**config.mk**
```make
export PLATFORM = sky130hd
export DESIGN_NAME = bcd_counter
export DESIGN_NICKNAME = d
export VERILOG_FILES = /design/src/rtl/bcd_counter_pkg.sv /design/src/rtl/bcd_digit.sv /design/src/rtl/bcd_counter.sv
export SDC_FILE = /design/constraint.sdc
export NUM_CORES = 1
export LEC_CHECK = 0
export CAP_MARGIN = 20
export CORE_ASPECT_RATIO = 1.1
export CORE_MARGIN = 8
export CORE_UTILIZATION = 55
export CTS_CLUSTER_DIAMETER = 120
export DETAILED_ROUTE_END_ITERATION = 8
export PLACE_DENSITY_LB_ADDON = 0.3
export SYNTH_ARGS = -nofsm -noshare
export SYNTH_HDL_FRONTEND = slang
export SYNTH_SLANG_ARGS = --single-unit
```
**constraint.sdc**
```tcl
create_clock -name clk -period 2.7 [get_ports clk]
set_clock_uncertainty 0.1 [all_clocks]
set_input_delay 0.405 -clock clk [delete_from_list [all_inputs] [get_ports clk]]
set_output_delay 0.405 -clock clk [all_outputs]
set_load 0.02 [all_outputs]
```
**src/rtl/bcd_counter_pkg.sv**
```systemverilog
// rtl/bcd_counter_pkg.sv - shared types and constants for the bcd_counter block
package bcd_counter_pkg;

   typedef enum logic [1:0] {IDLE, RUN, PAUSE} cnt_state_t;

   typedef logic [3:0] bcd_digit_t;

   localparam bcd_digit_t BCD_MAX    = 4'd9;
   localparam int         NUM_DIGITS = 4;

   // Out-of-range load nibbles clamp to 9 so the display never shows a non-digit.
   function automatic bcd_digit_t sat_digit(input bcd_digit_t d);
      return (d > BCD_MAX) ? BCD_MAX : d;
   endfunction

endpackage

```
**src/rtl/bcd_digit.sv**
```systemverilog
// rtl/bcd_digit.sv - one BCD digit with roll-over and carry/borrow to the next digit
module bcd_digit
   import bcd_counter_pkg::*;
(
   input  logic       clk,
   input  logic       rst,
   input  logic       step_in,
   input  logic       up,
   input  logic       load,
   input  bcd_digit_t load_digit,
   input  logic       clr,
   output bcd_digit_t q,
   output logic       step_out
);

   assign step_out = step_in && (up ? (q == BCD_MAX) : (q == 4'd0));

   always_ff @(posedge clk or negedge rst) begin
      if (!rst) begin
         q <= 4'd0;
      end else if (clr) begin
         q <= 4'd0;
      end else if (load) begin
         q <= sat_digit(load_digit);
      end else if (step_in) begin
         if (up) begin
            q <= (q == BCD_MAX) ? 4'd0 : q + 4'd1;
         end else begin
            q <= (q == 4'd0) ? BCD_MAX : q - 4'd1;
         end
      end
   end

endmodule

```
**src/rtl/bcd_counter.sv**
```systemverilog
// rtl/bcd_counter.sv - 4-digit BCD up/down counter with run/pause FSM and tick prescaler
module bcd_counter
   import bcd_counter_pkg::*;
#(
   parameter int TICK_DIV = 100_000_000,
   parameter int PS_W     = $clog2(TICK_DIV)
) (
   input  logic        clk,
   input  logic        rst,
   input  logic        start,
   input  logic        stop,
   input  logic        clr,
   input  logic        up,
   input  logic        load,
   input  logic [15:0] load_val,
   output logic [15:0] data,
   output logic        running,
   output logic        tick,
   output logic        wrap
);

   cnt_state_t            state, state_next;
   logic [PS_W-1:0]       ps;
   logic                  ps_last;
   logic                  step_due;
   logic [NUM_DIGITS:0]   carry;

   assign ps_last  = (ps == PS_W'(TICK_DIV - 1));
   // clr and load both pre-empt a step that falls due on the same edge.
   assign step_due = (state == RUN) && ps_last && !clr && !load;
   assign carry[0] = step_due;

   for (genvar i = 0; i < NUM_DIGITS; i++) begin : g_digit
      bcd_digit u_digit (
         .clk        (clk),
         .rst        (rst),
         .step_in    (carry[i]),
         .up         (up),
         .load       (load),
         .load_digit (load_val[i*4 +: 4]),
         .clr        (clr),
         .q          (data[i*4 +: 4]),
         .step_out   (carry[i+1])
      );
   end

   always_comb begin
      state_next = state;
      if (clr) begin
         state_next = IDLE;
      end else begin
         case (state)
            IDLE, PAUSE: if (start && !stop) state_next = RUN;
            RUN:         if (stop && !start) state_next = PAUSE;
            default:     state_next = IDLE;
         endcase
      end
   end

   always_ff @(posedge clk or negedge rst) begin
      if (!rst) begin
         state   <= IDLE;
         running <= 1'b0;
      end else begin
         state   <= state_next;
         running <= (state_next == RUN);
      end
   end

   // Prescaler freezes outside RUN so a resume finishes the interrupted period.
   always_ff @(posedge clk or negedge rst) begin
      if (!rst) begin
         ps <= '0;
      end else if (clr || load) begin
         ps <= '0;
      end else if (state == RUN) begin
         ps <= ps_last ? '0 : ps + PS_W'(1);
      end
   end

   always_ff @(posedge clk or negedge rst) begin
      if (!rst) begin
         tick <= 1'b0;
         wrap <= 1'b0;
      end else begin
         tick <= step_due;
         wrap <= carry[NUM_DIGITS];
      end
   end

endmodule

```
After elaboration in Yosys (flattened, before gate mapping)
Index checks and enable logic that the tools add are counted.
Widths: inputs -> output; s select.
{ "op_classes": {"n_reduce_logical": 25, "eq_ne": 8, "order_cmp": 4, "add_sub_neg": 9, "mux": 39} }
{ "ops": {"columns": ["operator", "count"], "rows": [
  ["$mux 4", 28],
  ["$mux 27", 3],
  ["$add 27x1->27 const B", 1],
  ["$eq 27x27->1 const B", 1],
  ["$add 4x1->4 const B", 4],
  ["$eq 4x4->1 const B", 4],
  ["$gt 4x4->1 const B", 4],
  ["$logic_not 4->1", 4],
  ["$sub 4x1->4 const B", 4],
  ["$reduce_bool 3->1", 4],
  ["$logic_and 1x1->1", 9],
  ["$mux 2", 3],
  ["$eq 2x1->1 const B", 2],
  ["$logic_not 1->1", 4],
  ["$mux 1", 4],
  ["$pmux 2 s2", 1],
  ["$eq 2x2->1 const B", 1],
  ["$logic_not 2->1", 1],
  ["$reduce_bool 2->1", 1],
  ["$reduce_or 2->1", 1],
  ["$logic_or 1x1->1", 1]
]} }
{ "word_totals": {"in_bits": 23, "regBits": 48, "wordCells": 94, "output_inout_bits": 19} }

Depth between registers and ports, before layout
{ "logic_depth": {"word_depth": 10, "ltp_mapped": 7} }

Hierarchy
Synthesis repeated with hierarchy kept, for this count alone.
{ "unflattened": {"hier_cells": 390, "area_unflattened_um2": 3367.0} }
{ "modules_own_cells": {"columns": ["mod", "n_inst", "area_per_inst_um2", "cells_per_inst"], "rows": [
  ["bcd_counter", 1, 1795.5, 202],
  ["bcd_digit", 4, 392.9, 47]
]} }

Least setup slack after synthesis
Ideal clock, no wire load.
{ "synth_path": {"kind": "register -> register", "from": "register g_digit[1].u_digit.q[0]", "to": "register g_digit[3].u_digit.q[2]", "stages_incl_launch_ff": 8, "slack_ns": 0.127, "arrival_ns": 2.346, "setup_time_ns": 0.128, "period_less_slack_ns": 2.573, "n_path_buf": 0, "t_required_ns": 2.472, "path_cell_list": "dfrtp_1 > inv_1 > ha_1 > nor4b_1 > a41oi_1 > or3_1 > o31ai_4 > mux2_1"} }
{ "synth_between": {"elab_chain_cells": 5} }
{ "synth_rtl": {"columns": ["item", "line", "source"], "rows": [
  ["start, declared", "bcd_digit.sv:12", "output bcd_digit_t q,"],
  ["start signal, assigned", "bcd_digit.sv:24", "q <= sat_digit(load_digit);"],
  ["start signal, assigned", "bcd_digit.sv:27", "q <= (q == BCD_MAX) ? 4'd0 : q + 4'd1;"],
  ["start signal, assigned", "bcd_digit.sv:29", "q <= (q == 4'd0) ? BCD_MAX : q - 4'd1;"],
  ["$eq 4x4->1 or $logic_not 4->1 (tied branches)", "bcd_digit.sv:16", "assign step_out = step_in && (up ? (q == BCD_MAX) : (q == 4'd0));"],
  ["$mux 1 *", "bcd_digit.sv:16", null],
  ["$logic_and 1x1->1 * (2 in series)", "bcd_digit.sv:16", null],
  ["$reduce_bool 3->1 (no line) *", null, null],
  ["end signal, assigned", "bcd_digit.sv:24", null],
  ["end signal, assigned", "bcd_digit.sv:27", null],
  ["end signal, assigned", "bcd_digit.sv:29", null],
  ["end, declared", "bcd_digit.sv:12", null]
]} }
Every way passes the cells marked *; elsewhere a longest branch is shown, timed or not.
A chain may end at the register's enable or synchronous reset.

Worst setup path in the final report
{ "layout_path": {"from": "register g_digit[1].u_digit.q[1]", "to": "register g_digit[3].u_digit.q[3]"} }
Same word-level chain as after synthesis.

==> flow_summary.json <==
{
  "leakage_nw": 1.68,
  "setup-violations-final": 0,
  "finalMaxSlewViolations": 0,
  "htreeDepth": 2,
  "cts_tree": "done",
  "ys_seq_elements": 48,
  "hold_violations": 0,
  "yosysSeqAreaShare_pct": 33.8,
  "synth.most_common_cell": "dfrtp_1",
  "worstHoldStart": "ps[23]",
  "cts.clk_slew.worst_paths_ps": 100,
  "drcViolationCount": 0,
  "yosys.area.top_type_share_pct": 33.8,
  "syn_nets": 447,
  "drt_iter0_drc": 117,
  "fin_tns_setup_ps": 0,
  "cp_data_required_time_ps": 2790,
  "clk_latency_ps": 310,
  "yosysWarnings": 0,
  "area_delta_synth_final_pct": 19.9,
  "grt_overflow": 0,
  "io_buffer_count": 41,
  "rsz0062_at_grt": "false",
  "worstSetupStartpointType": "flop",
  "max_freq_ghz": 0.408,
  "fp.dieW_um": 92.7,
  "yosysUniqueCellTypes": 59,
  "cp_slowest_cell": "dfrtp_1",
  "holdCritPathClass": "reg2reg",
  "cts_resized": 0,
  "dieArea_mm2": 0.00930,
  "grt_max_degree": 31,
  "grt_pass1_wl_um": 15700,
  "syn_avg_cell_area_um2": 8.65,
  "synth-async-reset-ratio_pct": 100,
  "max-cap-violations": 0,
  "start_util_pct": 57.1,
  "worstHoldPathCells": 1,
  "rows": 30,
  "cts_root_buf": "clkbuf_8",
  "firstDrtPassIters": 5,
  "io_pins": 42,
  "cp_top_family": "simple AND/OR/NAND/NOR gates",
  "worstSetupEndpointType": "flop",
  "yosys.area.top_type": "dfrtp_1",
  "r2r_end": "g_digit[3].u_digit.q[3]",
  "die_h_um": 100,
  "ctsLongestPathBuffers": 2,
  "layout-drive-gt1-share_pct": 11.9,
  "netlist_top_cells_area": "dfrtp_1, a31oi_1, ha_1, nand2_1, mux2i_1",
  "final_core_util_pct": 68.5,
  "crit_arrival_ps": 2540,
  "critPathKind": "reg2reg",
  "synth_common_cells": "dfrtp_1, a31oi_1, nand2_1",
  "synth-edff-count": 0,
  "cp_slowest_stage_delay_ps": 440,
  "vias": 3478,
  "min_to": "ps[23]",
  "clock-sinks": 48,
  "outcome": "complete, no violations",
  "track_usage_pct": 20.3,
  "antenna_found_initial": 0,
  "design.core.area_mm2": 0.00623,
  "reg2reg_depth": 7,
  "path_buf_inv": 1,
  "synth_ff_type": "dfrtp_1",
  "reg2reg_slack_ps": 250,
  "dp_hpwl_um": 6950,
  "grt_pass1_vias": 3373,
  "avgViaCountPerCell": 6.41,
  "gp_congestion": 0.875,
  "worstPathMaxFanout": 5,
  "vdd_drop_max_uv": 239,
  "timing.final.crit_share_pct": 90.8,
  "syn-cell-area_mm2": 0.00356,
  "crit_chain": "inv_1 > ha_1 > nor4b_1 > a41oi_1 > or3_1 > o31ai_4 > mux2_1",
  "routedWlPerCell_um": 17.2,
  "rr_startpoint": "g_digit[1].u_digit.q[1]",
  "final_nets": 498,
  "final_antenna_net_count": 0,
  "routed_wl_um": 9320,
  "period_minus_slack_ps": 2450,
  "tightest_slew_ps": 763,
  "diodes": 0,
  "powerDensity_mw_per_mm2": 412,
  "numCtsBuffers": 5,
  "netlist_instances": 411,
  "slew_headroom_pct": 48.8
}
-- cells in the final DEF (no fill, tap or decap), drive strengths merged, types with 2 or more instances in the layout --
cell type / count
or2: 2
o21ai: 19
nor2b: 10
o21a: 2
a41oi: 4
clkbuf: 7
o31a: 6
ha: 13
nand2: 35
nand2b: 9
a32oi: 2
mux2i: 12
a31oi: 38
nand3b: 6
or3: 9
buf: 26
nand3: 25
a22oi: 2
or4: 4
and2: 6
a211oi: 6
inv: 24
dfrtp: 48
a21oi: 13
nor4: 6
mux4: 2
xor2: 2
clkdlybuf4s50: 40
o211ai: 2
and4: 4
mux2: 11
o31ai: 6
nor4bb: 3
nand4: 8
o41ai: 2
nor3: 7
nor2: 25
-- cells by family (layout without fill, tap and decap cells) --
family	Yosys count	after routing	synth area share, %
AOI/OAI and AO/OA	108	108	20.9
xor gates and xnor gates	3	3	0.739
adders and majority gates	13	13	4.57
buffers and inverters	47	99	5.03
DFF	48	48	33.8
muxes	25	25	8.13
and+or+nand+nor	167	167	26.9
-- metal layers --
| metal | track usage (%) | wire [um] |
|---|---|---|
| met1 | 24.2 | 3910 |
| met3 | 3.36 | 485 |
| met2 | 35.2 | 4690 |
| met4 | 8.31 | 231 |
| met5 | 0 | 0 |
-- worst reg2reg max path, delay by kind of cell (launching register included) --
family	cells	cell delay (ps)
AOI/OAI and AO/OA	2	430
adders and majority gates	1	190
buffers and inverters	1	160
DFF	1	440
muxes	1	360
and+or+nand+nor	2	680
-- report_power, final --
group / internal [mW] / switching [mW] / leakage [nW]
clock network: 0.209 / 0.252 / 0.0445
registers: 0.753 / 0.0584 / 0.652
logic: 0.231 / 0.253 / 0.983
total: 1.19 / 0.564 / 1.68
-- per-stage QoR --
stage / worst slack [ps] / std cells / total power [mW] / hold WS [ps] / area, um2
final: 249 / 543 / 1.76 / 382 / 4270
after global placement: 85.2 / 534 / 1.29 / 299 / 4160
after floorplan: 127 / 411 / 1.10 / 9.41 / 3560
after detailed placement: 41.5 / 534 / 1.30 / 304 / 4160
after global routing: 142 / 543 / 1.84 / 397 / 4270
after CTS: 264 / 543 / 1.76 / 380 / 4270
-- worst max path at each step --
stage                       startpoint                 endpoint  slack [ps]  cells after the start
6_report       g_digit[1].u_digit.q[1]  g_digit[3].u_digit.q[3]         250                      7
5_1_grt        g_digit[1].u_digit.q[1]  g_digit[3].u_digit.q[3]         140                      7
4_1_cts        g_digit[1].u_digit.q[1]  g_digit[3].u_digit.q[3]         260                      7
3_5_place_dp                        up  g_digit[3].u_digit.q[3]          40                      6
3_3_place_gp                        up  g_digit[3].u_digit.q[3]          90                      6
2_1_floorplan  g_digit[1].u_digit.q[0]  g_digit[3].u_digit.q[2]         130                      7
-- timing repair --
action	CTS	global route
hold buffers	1	0
endpoints found under the hold margin	20	0
buffers inserted	0	0
-- registers in the layout (all words and copies together), names as in the netlist --
name and flops:
g_digit.u_digit.q 16, ps 27, running 1, state 2, tick 1, wrap 1
-- layout make-up --
cell class	instances	area, um2
multi-input combinational	316	2180
fill	545	1970
sequential	48	1200
timing repair buffer	67	603
tap	80	100
inverter	24	90.1
clock buffer	7	86.3
clock inverter	1	7.51
Note: power is estimated with default switching activity, not from simulation.
